$ cat src/rtl/debouncer_events.sv
// debouncer_events: debounces a synchronized input into a clean level,
// one-cycle press/release pulses, a one-shot long-press pulse and a
// wrapping press counter. All outputs are registered on clk_in.
module debouncer_events #(
  parameter int unsigned DEBOUNCE_CYCLES = 1_000_000,
  parameter int unsigned LONG_CYCLES     = 100_000_000,
  parameter int unsigned COUNT_W         = 8
) (
  input  logic               clk_in,
  input  logic               rst_in,
  input  logic               sig_in,
  output logic               clean_out,
  output logic               press_pulse,
  output logic               release_pulse,
  output logic               long_pulse,
  output logic [COUNT_W-1:0] press_count
);

  localparam int unsigned DB_W   = $clog2(DEBOUNCE_CYCLES + 1);
  localparam int unsigned HOLD_W = $clog2(LONG_CYCLES + 1);

  localparam logic [DB_W-1:0]   DB_LAST   = DB_W'(DEBOUNCE_CYCLES - 1);
  localparam logic [HOLD_W-1:0] HOLD_LAST = HOLD_W'(LONG_CYCLES - 1);

  typedef enum logic [1:0] {
    IDLE,
    PRESS_PEND,
    PRESSED,
    RELEASE_PEND
  } state_t;

  state_t            state;
  logic [DB_W-1:0]   db_cnt;
  logic [HOLD_W-1:0] hold_cnt;
  logic              long_fired;
  logic              rel_commit;

  // A release committing on this edge suppresses a coincident long-press.
  assign rel_commit = (state == RELEASE_PEND) && !sig_in && (db_cnt == DB_LAST);

  // Debounce FSM, hold timer and registered event pulses.
  always_ff @(posedge clk_in or posedge rst_in) begin
    if (rst_in) begin
      state         <= IDLE;
      db_cnt        <= '0;
      hold_cnt      <= '0;
      long_fired    <= 1'b0;
      clean_out     <= 1'b0;
      press_pulse   <= 1'b0;
      release_pulse <= 1'b0;
      long_pulse    <= 1'b0;
      press_count   <= '0;
    end else begin
      press_pulse   <= 1'b0;
      release_pulse <= 1'b0;
      long_pulse    <= 1'b0;

      // Hold timer runs while the committed level is high; the press commit
      // below overrides it when a new press starts.
      if (clean_out) begin
        if (hold_cnt != HOLD_LAST) begin
          hold_cnt <= hold_cnt + HOLD_W'(1);
        end
        if ((hold_cnt == HOLD_LAST) && !long_fired && !rel_commit) begin
          long_pulse <= 1'b1;
          long_fired <= 1'b1;
        end
      end

      case (state)
        IDLE: begin
          if (sig_in) begin
            state  <= PRESS_PEND;
            db_cnt <= DB_W'(1);
          end
        end
        PRESS_PEND: begin
          if (!sig_in) begin
            state  <= IDLE;
            db_cnt <= '0;
          end else if (db_cnt == DB_LAST) begin
            state       <= PRESSED;
            clean_out   <= 1'b1;
            press_pulse <= 1'b1;
            press_count <= press_count + COUNT_W'(1);
            hold_cnt    <= '0;
            long_fired  <= 1'b0;
            db_cnt      <= '0;
          end else begin
            db_cnt <= db_cnt + DB_W'(1);
          end
        end
        PRESSED: begin
          if (!sig_in) begin
            state  <= RELEASE_PEND;
            db_cnt <= DB_W'(1);
          end
        end
        RELEASE_PEND: begin
          if (sig_in) begin
            state  <= PRESSED;
            db_cnt <= '0;
          end else if (db_cnt == DB_LAST) begin
            state         <= IDLE;
            clean_out     <= 1'b0;
            release_pulse <= 1'b1;
            db_cnt        <= '0;
          end else begin
            db_cnt <= db_cnt + DB_W'(1);
          end
        end
        default: begin
          state  <= IDLE;
          db_cnt <= '0;
        end
      endcase
    end
  end

endmodule

$ cat config.mk
export PLATFORM = sky130hd
export DESIGN_NAME = debouncer_events
export DESIGN_NICKNAME = d
export VERILOG_FILES = /design/src/rtl/debouncer_events.sv
export SDC_FILE = /design/constraint.sdc
export NUM_CORES = 1
export LEC_CHECK = 0
export CAP_MARGIN = 25
export CORE_MARGIN = 5
export CORE_UTILIZATION = 40
export DETAILED_ROUTE_END_ITERATION = 10
export PLACE_DENSITY = 0.55
export SYNTH_ARGS = -nofsm -noshare
export SYNTH_HDL_FRONTEND = slang
export SYNTH_SLANG_ARGS = --single-unit
$ cat constraint.sdc
create_clock -name clk_in -period 2.1 [get_ports clk_in]
set_clock_uncertainty 0.05 [all_clocks]
set_input_delay 0.42 -clock clk_in [delete_from_list [all_inputs] [get_ports clk_in]]
set_output_delay 0.42 -clock clk_in [all_outputs]
set_load 0.02 [all_outputs]
==> Yosys cells after proc, flatten, opt, wreduce, memory -nomap -nowiden <==
Cells that the tools add are included.
{ "totals": {"output_inout_bits": 12, "regBits": 62, "word_cells": 74} }
{ "classes": {"addsub": 3, "n_eq_ne": 14, "n_mux": 35, "n_reduce_logical": 13} }
{ "op_table": {"columns": ["cell", "n"], "rows": [
  ["2-to-1 mux 27 bit", 5],
  ["2-to-1 mux 20 bit", 5],
  ["one-hot mux 20 bit (4 select lines)", 1],
  ["adder 27 x 1 -> 27 bit (second input constant)", 1],
  ["== test 27 bit (second input constant)", 1],
  ["!= test 27 bit (second input constant)", 1],
  ["adder 20 x 1 -> 20 bit (second input constant)", 1],
  ["== test 20 bit (second input constant)", 1],
  ["2-to-1 mux 1 bit", 16],
  ["2-to-1 mux 2 bit", 6],
  ["!= test 2 bit (second input constant)", 5],
  ["adder 8 x 1 -> 8 bit (second input constant)", 1],
  ["one-hot mux 2 bit (4 select lines)", 1],
  ["AND reduction 5 bit", 1],
  ["== test 2 bit (second input constant)", 2],
  ["logical AND 1 bit", 4],
  ["AND reduction 4 bit", 1],
  ["logical NOT 1 bit", 3],
  ["!= test 3 x 2 -> 1 bit (second input constant)", 1],
  ["!= test 3 bit (second input constant)", 1],
  ["AND reduction 3 bit", 1],
  ["== test 2 x 1 -> 1 bit (second input constant)", 1],
  ["logical NOT 2 bit", 1],
  ["!= test 2 x 1 -> 1 bit (second input constant)", 1],
  ["3 further kinds", 3]
]} }

==> Longest topological paths before layout <==
Gate-level depths: netlist (run 1).
{ "depth": {"ltp_word": 10, "depth_mapped": 8, "depth_no_buf": 7} }

==> Worst setup path after synthesis (run 1) <==
OpenSTA, ideal clock, no wires.
{ "synth_path": {"kind": "flip-flop to flip-flop", "start": "register db_cnt[0]", "end": "register press_count[6]", "required_ns": 1.921, "arrival_ns": 1.740, "setup_slack_ns": 0.180, "setup_ns": 0.129, "period_less_slack_ns": 1.920, "path_stages_with_launch": 9, "n_path_buf": 1, "cell_sequence": "dfrtp_1 > ha_1 > nand3_1 > nor3_2 > nand3_2 > inv_2 > buf_4 > nand3_1 > xnor2_1"} }
{ "synth_via": {"elab_chain_cells": 2} }
{ "synth_rtl": {"columns": ["item", "line_no", "text"], "rows": [
  ["start: declaration", "33", "logic [DB_W-1:0] db_cnt;"],
  ["start signal: assignment", "90", "db_cnt <= db_cnt + DB_W'(1);"],
  ["start signal: assignment", "109", "db_cnt <= db_cnt + DB_W'(1);"],
  ["== test 20 bit", "81", "end else if (db_cnt == DB_LAST) begin"],
  ["AND reduction 3 bit (no line)", null, null],
  ["end signal: assignment", "85", "press_count <= press_count + COUNT_W'(1);"],
  ["end: declaration", "16", "output logic [COUNT_W-1:0] press_count"]
]} }
Every way passes these cells.
A chain may end at the register's enable or synchronous reset.

==> Worst setup path in the final report (run 1) <==
{ "layout_path": {"start": "register clean_out", "end": "output clean_out"} }
{ "layout_rtl": {"columns": ["item", "line_no", "text"], "rows": [
  ["start: declaration", "12", "output logic clean_out,"],
  ["start signal: assignment", "48", "clean_out <= 1'b0;"],
  ["start signal: assignment", "83", "clean_out <= 1'b1;"],
  ["start signal: assignment", "105", "clean_out <= 1'b0;"]
]} }
No word-level cell between the ends.

==> results of run 1 <==
critical path: stages (launching register included):
cell and delay, ns:
dfrtp_1 0.35, buf_4 0.17, clkdlybuf4s50_1 0.61
sequential cells by signal, summed over array words and instances, names as in the netlist, named ones only:
signal and cells:
clean_out 1, db_cnt 20, press_pulse 1, long_pulse 1, state 1, long_fired 1
press_count 8, release_pulse 1, hold_cnt 27
per-layer routing:
layer	vias to the layer above	share of wire (%)	GRT usage (%)	routed length, um
met1	1329	47	19.4	3270
met4	0	1.5	5.36	102
met3	10	3.4	3.86	236
met2	28	48	25.4	3390
met5	-	0	0	0
li1	1291	-	-	-
synthesized netlist by cell type, types with 5 or more instances:
master / instances
dfrtp_1: 62
nand2_1: 33
nor2_1: 28
nand4_1: 22
a21oi_1: 18
nand3_1: 16
o21ai_0: 13
xnor2_1: 13
xor2_1: 13
nor3_1: 12
a21o_1: 10
and3_1: 10
buf_2: 10
or3_1: 8
inv_1: 6
and4_1: 5
or4_1: 5
report_power, final:
group / switching, W / internal, W / total, W
clock: 0.000489 / 0.000782 / 0.00127
sequential: 0.0000257 / 0.00121 / 0.00124
combinational: 0.0000924 / 0.0000680 / 0.000160
total: 0.000607 / 0.00206 / 0.00267
stage by stage:
step	setup TNS (ns)	instances	setup WS [ns]
6_report	0	479	0.149
5_1_grt	0	479	0.00476
4_1_cts	0	479	0.105
3_5_place_dp	-1.69	463	-0.154
3_3_place_gp	-1.57	463	-0.141
2_1_floorplan	0	337	0.0886
timing repair:
item,CTS,global route
resized for setup,0,2
hold endpoints to repair,0,0
endpoints found under the setup margin,0,23
final timing paths:
path | startpoint | end | slack [ns] | cells past startpoint
worst max register to register | hold_cnt[8]$_DFF_PP0_ | hold_cnt[1]$_DFF_PP0_ | 0.17 | 6
max in group asynchronous | rst_in | hold_cnt[6]$_DFF_PP0_ | 1.32 | 3
min in group clk_in | long_fired$_DFF_PP0_ | long_pulse$_DFF_PP0_ | 0.41 | 1
worst min register to register | long_fired$_DFF_PP0_ | long_pulse$_DFF_PP0_ | 0.41 | 1
worst min-delay path | rst_in | press_count[5]$_DFFE_PP0P_ | 0.40 | 3
worst max-delay path | clean_out$_DFFE_PP0P_ | clean_out | 0.15 | 2
cell type report:
class	count	area, um^2	share of cell area (%)
sequential	62	1550	40.3
timing repair buffer	36	330	8.59
clock buffer	9	124	3.22
clock inverter	7	113	2.93
inverter	7	26.3	0.683
tap	102	128	3.32
multi-input combinational	256	1570	40.9
cells by family after synthesis:
kind of cell,share of synthesized area [%]
xor+xnor,7.10
flops,48.4
mux,1.60
simple gates,27.5
buf+inv,2.73
fa+ha+maj,1.17
compound gates,11.5
==> impl_metrics.py, run 1 <==
metrics = {
    "cells_and_area": {
        "drive_above_1_share_pct": 13.3,
        "finish.utilization_pct": 49.5,
        "final_common_cell": "dfrtp_1",
        "nets": 378,
        "fill_cells": 768,
        "layout_common_cells": "62 x dfrtp_1, 33 x nand2_1, 28 x nor2_1, 22 x nand4_1, 20 x buf_4",
        "fin_area_mm2": 0.00385,
        "num_antenna_cells": 0,
        "area_growth_pct": 20.0,
    },
    "synth": {
        "avgSynthCellArea_um2": 9.51,
        "synth_nets": 343,
        "synth_edf_count": 0,
        "synthArstFlopShare_pct": 100,
        "ys_seq_area_share_pct": 48.4,
        "synth_area_leader_cell": "dfrtp_1",
        "synth_cell_type_count": 41,
        "yosys_register_bits": 62,
        "synth_area_mm2": 0.00321,
        "ys.flop_type": "dfrtp_1",
        "synth_top_area_share_pct": 48.4,
        "ys_top_cells_by_area": "dfrtp_1 48%, nand4_1 4.3%, nand2_1 3.9%",
        "ys.warnings.count": 0,
        "synthCells": 337,
    },
    "floorplanning": {
        "die_area_mm2": 0.00990,
        "core_area_mm2": 0.00777,
        "rows": 32,
        "pin_count": 15,
        "dieHeight_um": 99.5,
        "die_x_um": 99.5,
        "start_util_pct": 41.3,
    },
    "clock_network": {
        "cts_tree": "built",
        "path_clk_slew_ns": 0.07,
        "cts_inserted_buffers": 9,
        "htree_num_levels": 3,
        "cts_setup_buffers": 0,
        "hold_buffers": 0,
        "clkLatencyLatePin_ns": 0.34,
        "clock_sinks": 62,
        "cts-root-buf": "clkbuf_8",
        "clockBufferDepth": 2,
    },
    "detailed_routing": {
        "wirelength_mm": 7.00,
        "num_vias": 2658,
        "ant_nets": 0,
        "post_drt_via_cell_ratio": 5.55,
        "first_pass_iters": 4,
        "routedWlPerCell_um": 14.6,
        "drtIter0Drc": 83,
        "route.detailed.drc": 0,
    },
    "global_route": {
        "grt_pass1_vias": 2502,
        "grt_pass1_wl_mm": 12.2,
        "grtUsageTotal_pct": 15.3,
        "antenna_found_initial": 0,
        "grt_max_degree": 63,
        "grt-ovfl-total": 0,
    },
    "setup_path": {
        "cp.required_ns": 1.63,
        "path_class": "register to primary output",
        "worstPathMaxFanout": 10,
        "cp_data_arrival_time_ns": 1.48,
        "critical_path.startpoint_type": "register",
        "crit_path_end_kind": "primary output",
    },
    "placed_design": {
        "post-dp-hpwl_mm": 4.82,
        "placed_cell_area_mm2": 0.00360,
        "gp_congestion": 0.780,
        "port_buffers": 14,
    },
    "sta": {
        "rsz0062_at_grt": "false",
        "finalHoldViolations": 0,
        "whs_ns": 0.404,
        "maxSlewHeadroom_pct": 34.2,
        "maxSlewViolCount": 0,
        "setup_viol": 0,
        "worstMarginPinSlew_ns": 0.983,
        "final.period_utilization_pct": 92.9,
        "fmax_mhz": 513,
        "period_minus_slack_ns": 1.95,
    },
    "outcome": {
        "status": "completed",
    },
    "pwr": {
        "peakVddDrop_uv": 607,
        "p_per_area_mw_per_mm2": 694,
        "cellLeakagePower_nw": 1.59,
        "p_total_w": 0.00267,
    },
    "flow_run": {
        "cap_violations": 0,
    },
    "worst_hold_path": {
        "hp-class": "primary input to asynchronous set/reset pin",
    },
}
Power figures use the tool's default switching activity.
==> run 2, diff against run 1 <==
SLEW_MARGIN = 20   (was unset)
==> impl_metrics.py, run 2 (synthesis gave the netlist of run 1 again) <==
metrics = {
    "detailed_routing": {
        "wirelength_mm": 7.02,
        "post_drt_via_cell_ratio": 5.56,
        "drtIter0Drc": 79,
        "routedWlPerCell_um": 14.6,
        "first_pass_iters": 4,
        "num_vias": 2668,
        "route.detailed.drc": 0,
        "ant_nets": 0,
    },
    "pwr": {
        "peakVddDrop_uv": 607,
        "cellLeakagePower_nw": 1.59,
        "p_per_area_mw_per_mm2": 694,
        "p_total_w": 0.00267,
    },
    "cells_and_area": {
        "reg.largest.list": "hold_cnt (27), db_cnt (20), press_count (8)",
        "fill_cells": 768,
        "largest_register_ffs": 27,
        "regMostFlops": "hold_cnt",
        "layout_common_cells": "62 x dfrtp_1, 33 x nand2_1, 28 x nor2_1, 22 x nand4_1, 21 x buf_4",
        "final_common_cell": "dfrtp_1",
        "drive_above_1_share_pct": 13.5,
        "regArea_mm2": 0.00155,
        "nets": 379,
        "area_growth_pct": 20.2,
        "multi_input_area_mm2": 0.00157,
        "num_antenna_cells": 0,
        "finish.utilization_pct": 49.6,
    },
    "clock_network": {
        "cts_inserted_buffers": 9,
        "cts-root-buf": "clkbuf_8",
        "clockBufferDepth": 2,
        "clock_sinks": 62,
        "path_clk_slew_ns": 0.07,
        "htree_num_levels": 3,
        "cts_tree": "built",
        "clkLatencyLatePin_ns": 0.34,
    },
    "global_route": {
        "grt_pass1_vias": 2502,
        "grtUsageTotal_pct": 15.3,
        "antenna_found_initial": 0,
        "grt-ovfl-total": 0,
        "grt_max_degree": 63,
        "grt_pass1_wl_mm": 12.2,
    },
    "floorplanning": {
        "pin_count": 15,
        "start_util_pct": 41.3,
        "die_x_um": 99.5,
        "dieHeight_um": 99.5,
        "die_area_mm2": 0.00990,
        "core_area_mm2": 0.00777,
        "rows": 32,
    },
    "placed_design": {
        "gp_congestion": 0.780,
        "dp_slack_ns": -0.154,
        "post-dp-hpwl_mm": 4.82,
        "port_buffers": 14,
    },
    "setup_path": {
        "reg2reg_from": "hold_cnt[8]$_DFF_PP0_",
        "worst_path_max_delay_cell": "clkdlybuf4s50_1",
        "worstPathMaxFanout": 10,
        "critPathMaxStageDelay_ns": 0.61,
        "cp_data_arrival_time_ns": 1.48,
        "path_class": "register to primary output",
        "r2r-end": "hold_cnt[1]$_DFF_PP0_",
        "cp.required_ns": 1.63,
        "crit_family": "buffers and inverters",
        "crit_path_end_kind": "primary output",
        "reg2reg_setup_slack_ns": 0.16,
        "r2r_cells": 6,
        "critical_path.startpoint_type": "register",
        "path_buf_inv": 2,
        "cp_cell_sequence": "buf_4, clkdlybuf4s50_1",
    },
    "worst_hold_path": {
        "hp-class": "primary input to asynchronous set/reset pin",
    },
    "flow_run": {
        "cap_violations": 0,
    },
    "sta": {
        "worstMarginPinSlew_ns": 0.557,
        "rsz0062_at_grt": "false",
        "period_minus_slack_ns": 1.95,
        "fin_ws_ns": 0.151,
        "final.period_utilization_pct": 92.8,
        "maxSlewHeadroom_pct": 62.7,
        "finalHoldViolations": 0,
        "setup_viol": 0,
        "fmax_mhz": 513,
        "maxSlewViolCount": 0,
    },
    "outcome": {
        "status": "completed",
    },
}
## run 2: what timing repair did
| action | in CTS | in global routing |
|---|---|---|
| buffers inserted | 0 | 0 |
| gates resized for setup | 0 | 2 |
| hold buffers | 0 | 0 |
| endpoints found under the setup margin | 0 | 23 |
## run 2: worst register-to-register path: stages, from the launching register on
cell	delay (ns)
dfrtp_1	0.44
nor4b_1	0.44
nand4_1	0.21
o31ai_1	0.30
buf_4	0.17
mux2i_1	0.17
nor2_1	0.05
## run 2: stage by stage
step | hold slack [ns] | cells | area [um^2] | TNS [ns]
global route | 0.435 | 480 | 3850 | 0
finish | 0.403 | 480 | 3850 | 0
CTS | 0.413 | 479 | 3840 | 0
global placement | 0.396 | 463 | 3600 | -1.57
floorplan | 0.376 | 337 | 3210 | 0
detailed placement | 0.404 | 463 | 3600 | -1.69
## run 2: per-layer routing
layer	global-route usage [%]	vias up	part of all wire (%)
met5	0	-	0
met2	25.4	26	49
met4	5.36	0	1.5
met3	3.86	10	3.1
li1	-	1294	-
met1	19.4	1338	47
## run 2: layout make-up
class | instances | area share, %
Multi-Input combinational cell | 256 | 40.8
Sequential cell | 62 | 40.3
Timing Repair Buffer | 37 | 8.77
Tap cell | 102 | 3.31
Clock buffer | 9 | 3.21
Clock inverter | 7 | 2.92
Inverter | 7 | 0.682
## run 2: where the power goes
| part | leakage, nW | internal [W] | switching [W] |
|---|---|---|---|
| combinational | 0.758 | 0.0000701 | 0.0000933 |
| sequential | 0.715 | 0.00121 | 0.0000257 |
| clock | 0.119 | 0.000782 | 0.000489 |
| total | 1.59 | 0.00207 | 0.000608 |
## run 2: worst max path at each step
stage / end / slack (ns) / startpoint / cells past startpoint
floorplan: asynchronous set/reset pin / 0.09 / rst_in / 1
global placement: db_cnt[19]$_DFFE_PP0P_ / -0.14 / sig_in / 6
detailed placement: db_cnt[19]$_DFFE_PP0P_ / -0.15 / sig_in / 6
CTS: hold_cnt[6]$_DFF_PP0_ / 0.10 / db_cnt[7]$_DFFE_PP0P_ / 6
global route: hold_cnt[1]$_DFF_PP0_ / 0.005 / hold_cnt[8]$_DFF_PP0_ / 6
finish: clean_out / 0.15 / clean_out$_DFFE_PP0P_ / 2
==> run 3, diff against run 2 <==
ABC_AREA = 1   (was unset)
PLACE_DENSITY = 0.59   (was 0.55)
==> impl_metrics.py, run 3 <==
metrics = {
    "sta": {
        "fmax_mhz": 525,
        "worstMarginPinSlew_ns": 0.428,
        "maxSlewViolCount": 0,
        "final.period_utilization_pct": 90.6,
        "fin_tns_setup_ns": 0,
        "maxSlewHeadroom_pct": 71.2,
        "rsz0062_at_grt": "false",
        "finalHoldViolations": 0,
        "period_minus_slack_ns": 1.90,
        "setup_viol": 0,
    },
    "floorplanning": {
        "start_util_pct": 40.9,
        "rows": 35,
        "dieHeight_um": 107,
        "die_x_um": 107,
        "pin_count": 15,
        "core_area_mm2": 0.00920,
        "die_area_mm2": 0.0114,
    },
    "global_route": {
        "grt_pass1_vias": 3296,
        "grt_max_degree": 63,
        "grt_pass1_wl_mm": 15.5,
        "antenna_found_initial": 0,
        "grt-ovfl-total": 0,
        "grtUsageTotal_pct": 16.6,
    },
    "setup_path": {
        "path_buf_inv": 1,
        "worst_path_max_delay_cell": "clkdlybuf4s50_1",
        "crit_family": "buffers and inverters",
        "path_class": "register to primary output",
        "cp.required_ns": 1.63,
        "cp_cell_sequence": "clkdlybuf4s50_1",
        "critical_path.startpoint_type": "register",
        "cp_data_arrival_time_ns": 1.43,
        "crit_path_end_kind": "primary output",
        "worstPathMaxFanout": 5,
        "critPathMaxStageDelay_ns": 0.64,
    },
    "detailed_routing": {
        "routedWlPerCell_um": 13.2,
        "wirelength_mm": 8.71,
        "drtIter0Drc": 199,
        "ant_nets": 0,
        "post_drt_via_cell_ratio": 5.04,
        "num_vias": 3330,
        "route.detailed.drc": 0,
        "first_pass_iters": 4,
    },
    "synth": {
        "synth_most_common_cell": "nand2_1",
        "synth_edf_count": 0,
        "synth_cell_type_count": 32,
        "synth_nets": 524,
        "yosys_register_bits": 62,
        "synth_top_area_share_pct": 41.3,
        "synthCells": 518,
        "synth_area_leader_cell": "dfrtp_1",
        "ys.flop_type": "dfrtp_1",
        "ys_top_cells_by_area": "dfrtp_1 41%, nand2_1 14%, nor2_1 6.9%",
        "ys_seq_area_share_pct": 41.3,
        "synth_area_mm2": 0.00376,
        "avgSynthCellArea_um2": 7.26,
        "synth_common_cells": "144 x nand2_1, 69 x nor2_1, 62 x dfrtp_1, 56 x inv_1, 40 x nand3_1",
        "ys.warnings.count": 0,
        "synthArstFlopShare_pct": 100,
    },
    "cells_and_area": {
        "layout_common_cells": "144 x nand2_1, 69 x nor2_1, 62 x dfrtp_1, 55 x inv_1, 40 x nand3_1",
        "drive_above_1_share_pct": 9.45,
        "reg.largest.list": "hold_cnt (27), db_cnt (20), press_count (8)",
        "fin_area_mm2": 0.00430,
        "regMostFlops": "hold_cnt",
        "final_common_cell": "nand2_1",
        "nets": 551,
        "final-instance-count-excl-fill": 661,
        "largest_register_ffs": 27,
        "num_antenna_cells": 0,
        "area_growth_pct": 14.5,
    },
    "pwr": {
        "power_frac_comb_pct": 13.2,
        "p_per_area_mw_per_mm2": 688,
        "cellLeakagePower_nw": 1.93,
        "internal_power_w": 0.00215,
        "p_seq_share_pct": 43.4,
        "swShare_pct": 27.2,
        "peakVddDrop_uv": 549,
        "clock_power_share_pct": 43.4,
        "switchingPower_w": 0.000804,
    },
    "flow_run": {
        "cap_violations": 0,
    },
    "placed_design": {
        "gp_congestion": 0.877,
        "placed_cell_area_mm2": 0.00407,
        "place_inst": 645,
        "post-dp-hpwl_mm": 6.28,
        "port_buffers": 14,
    },
    "clock_network": {
        "clockBufferDepth": 2,
        "clock_sinks": 62,
        "cts_tree": "built",
        "hold_buffers": 0,
        "cts_setup_buffers": 0,
        "clkLatencyLatePin_ns": 0.34,
        "path_clk_slew_ns": 0.07,
        "cts-root-buf": "clkbuf_8",
        "htree_num_levels": 3,
        "cts_inserted_buffers": 9,
        "post_cts_resized": 0,
    },
    "worst_hold_path": {
        "hp-class": "register to register",
    },
    "outcome": {
        "status": "completed",
    },
}
## run 3: kinds of logic after synthesis
| logic type | synth area share [%] |
|---|---|
| flip-flops | 41.3 |
| AND/OR/NAND/NOR | 38.6 |
| adder cells (fa/ha/maj) | 0.999 |
| AO/OA/AOI/OAI | 6.19 |
| buffers and inverters | 8.02 |
| XOR/XNOR | 4.89 |
## run 3: metrics by stage
step	setup WS, ns	power, W	util, %	hold WS, ns
floorplan	0.0886	0.00160	-	0.351
finish	0.197	0.00296	46.8	0.373
global route	0.111	0.00310	46.8	0.396
global placement	0.106	0.00170	44.2	0.362
CTS	0.165	0.00300	46.8	0.377
detailed placement	0.0625	0.00170	44.2	0.372
## run 3: worst paths after layout
path | from | to | slack, ns | cells after the start
max in group asynchronous | rst_in | hold_cnt[3]$_DFF_PP0_ | 1.30 | 3
hold / removal | long_fired$_DFF_PP0_ | long_pulse$_DFF_PP0_ | 0.37 | 1
setup reg to reg | db_cnt[11]$_DFFE_PP0P_ | press_count[1]$_DFFE_PP0P_ | 0.25 | 7
setup / recovery | press_count[0]$_DFFE_PP0P_ | press_count[0] | 0.20 | 1
hold reg to reg | long_fired$_DFF_PP0_ | long_pulse$_DFF_PP0_ | 0.37 | 1
min in group asynchronous | rst_in | press_count[6]$_DFFE_PP0P_ | 0.41 | 3
## run 3: layout make-up
| cell class | count | area [um^2] |
|---|---|---|
| timing repair buffer | 25 | 235 |
| multi-input combinational | 386 | 1910 |
| fill | 926 | 4890 |
| inverter | 61 | 234 |
| clock buffer | 10 | 128 |
| sequential | 62 | 1550 |
| tap | 111 | 139 |
| clock inverter | 6 | 110 |
## run 3: layer usage
layer | vias up | track usage, % | routed length [um]
li1 | 1718 | - | -
met1 | 1556 | 22.5 | 4230
met2 | 46 | 27.2 | 4130
met3 | 10 | 2.59 | 243
met4 | 0 | 5.48 | 106
met5 | - | 0 | 0
## run 3: power by group through the flow
stage / logic, W / registers, W / clock network, W
after floorplan: 0.000299 / 0.00130 / 0
after global placement: 0.000389 / 0.00131 / 0
after detailed placement: 0.000396 / 0.00131 / 0
after CTS: 0.000397 / 0.00128 / 0.00132
after global routing: 0.000440 / 0.00129 / 0.00137
final: 0.000391 / 0.00128 / 0.00128
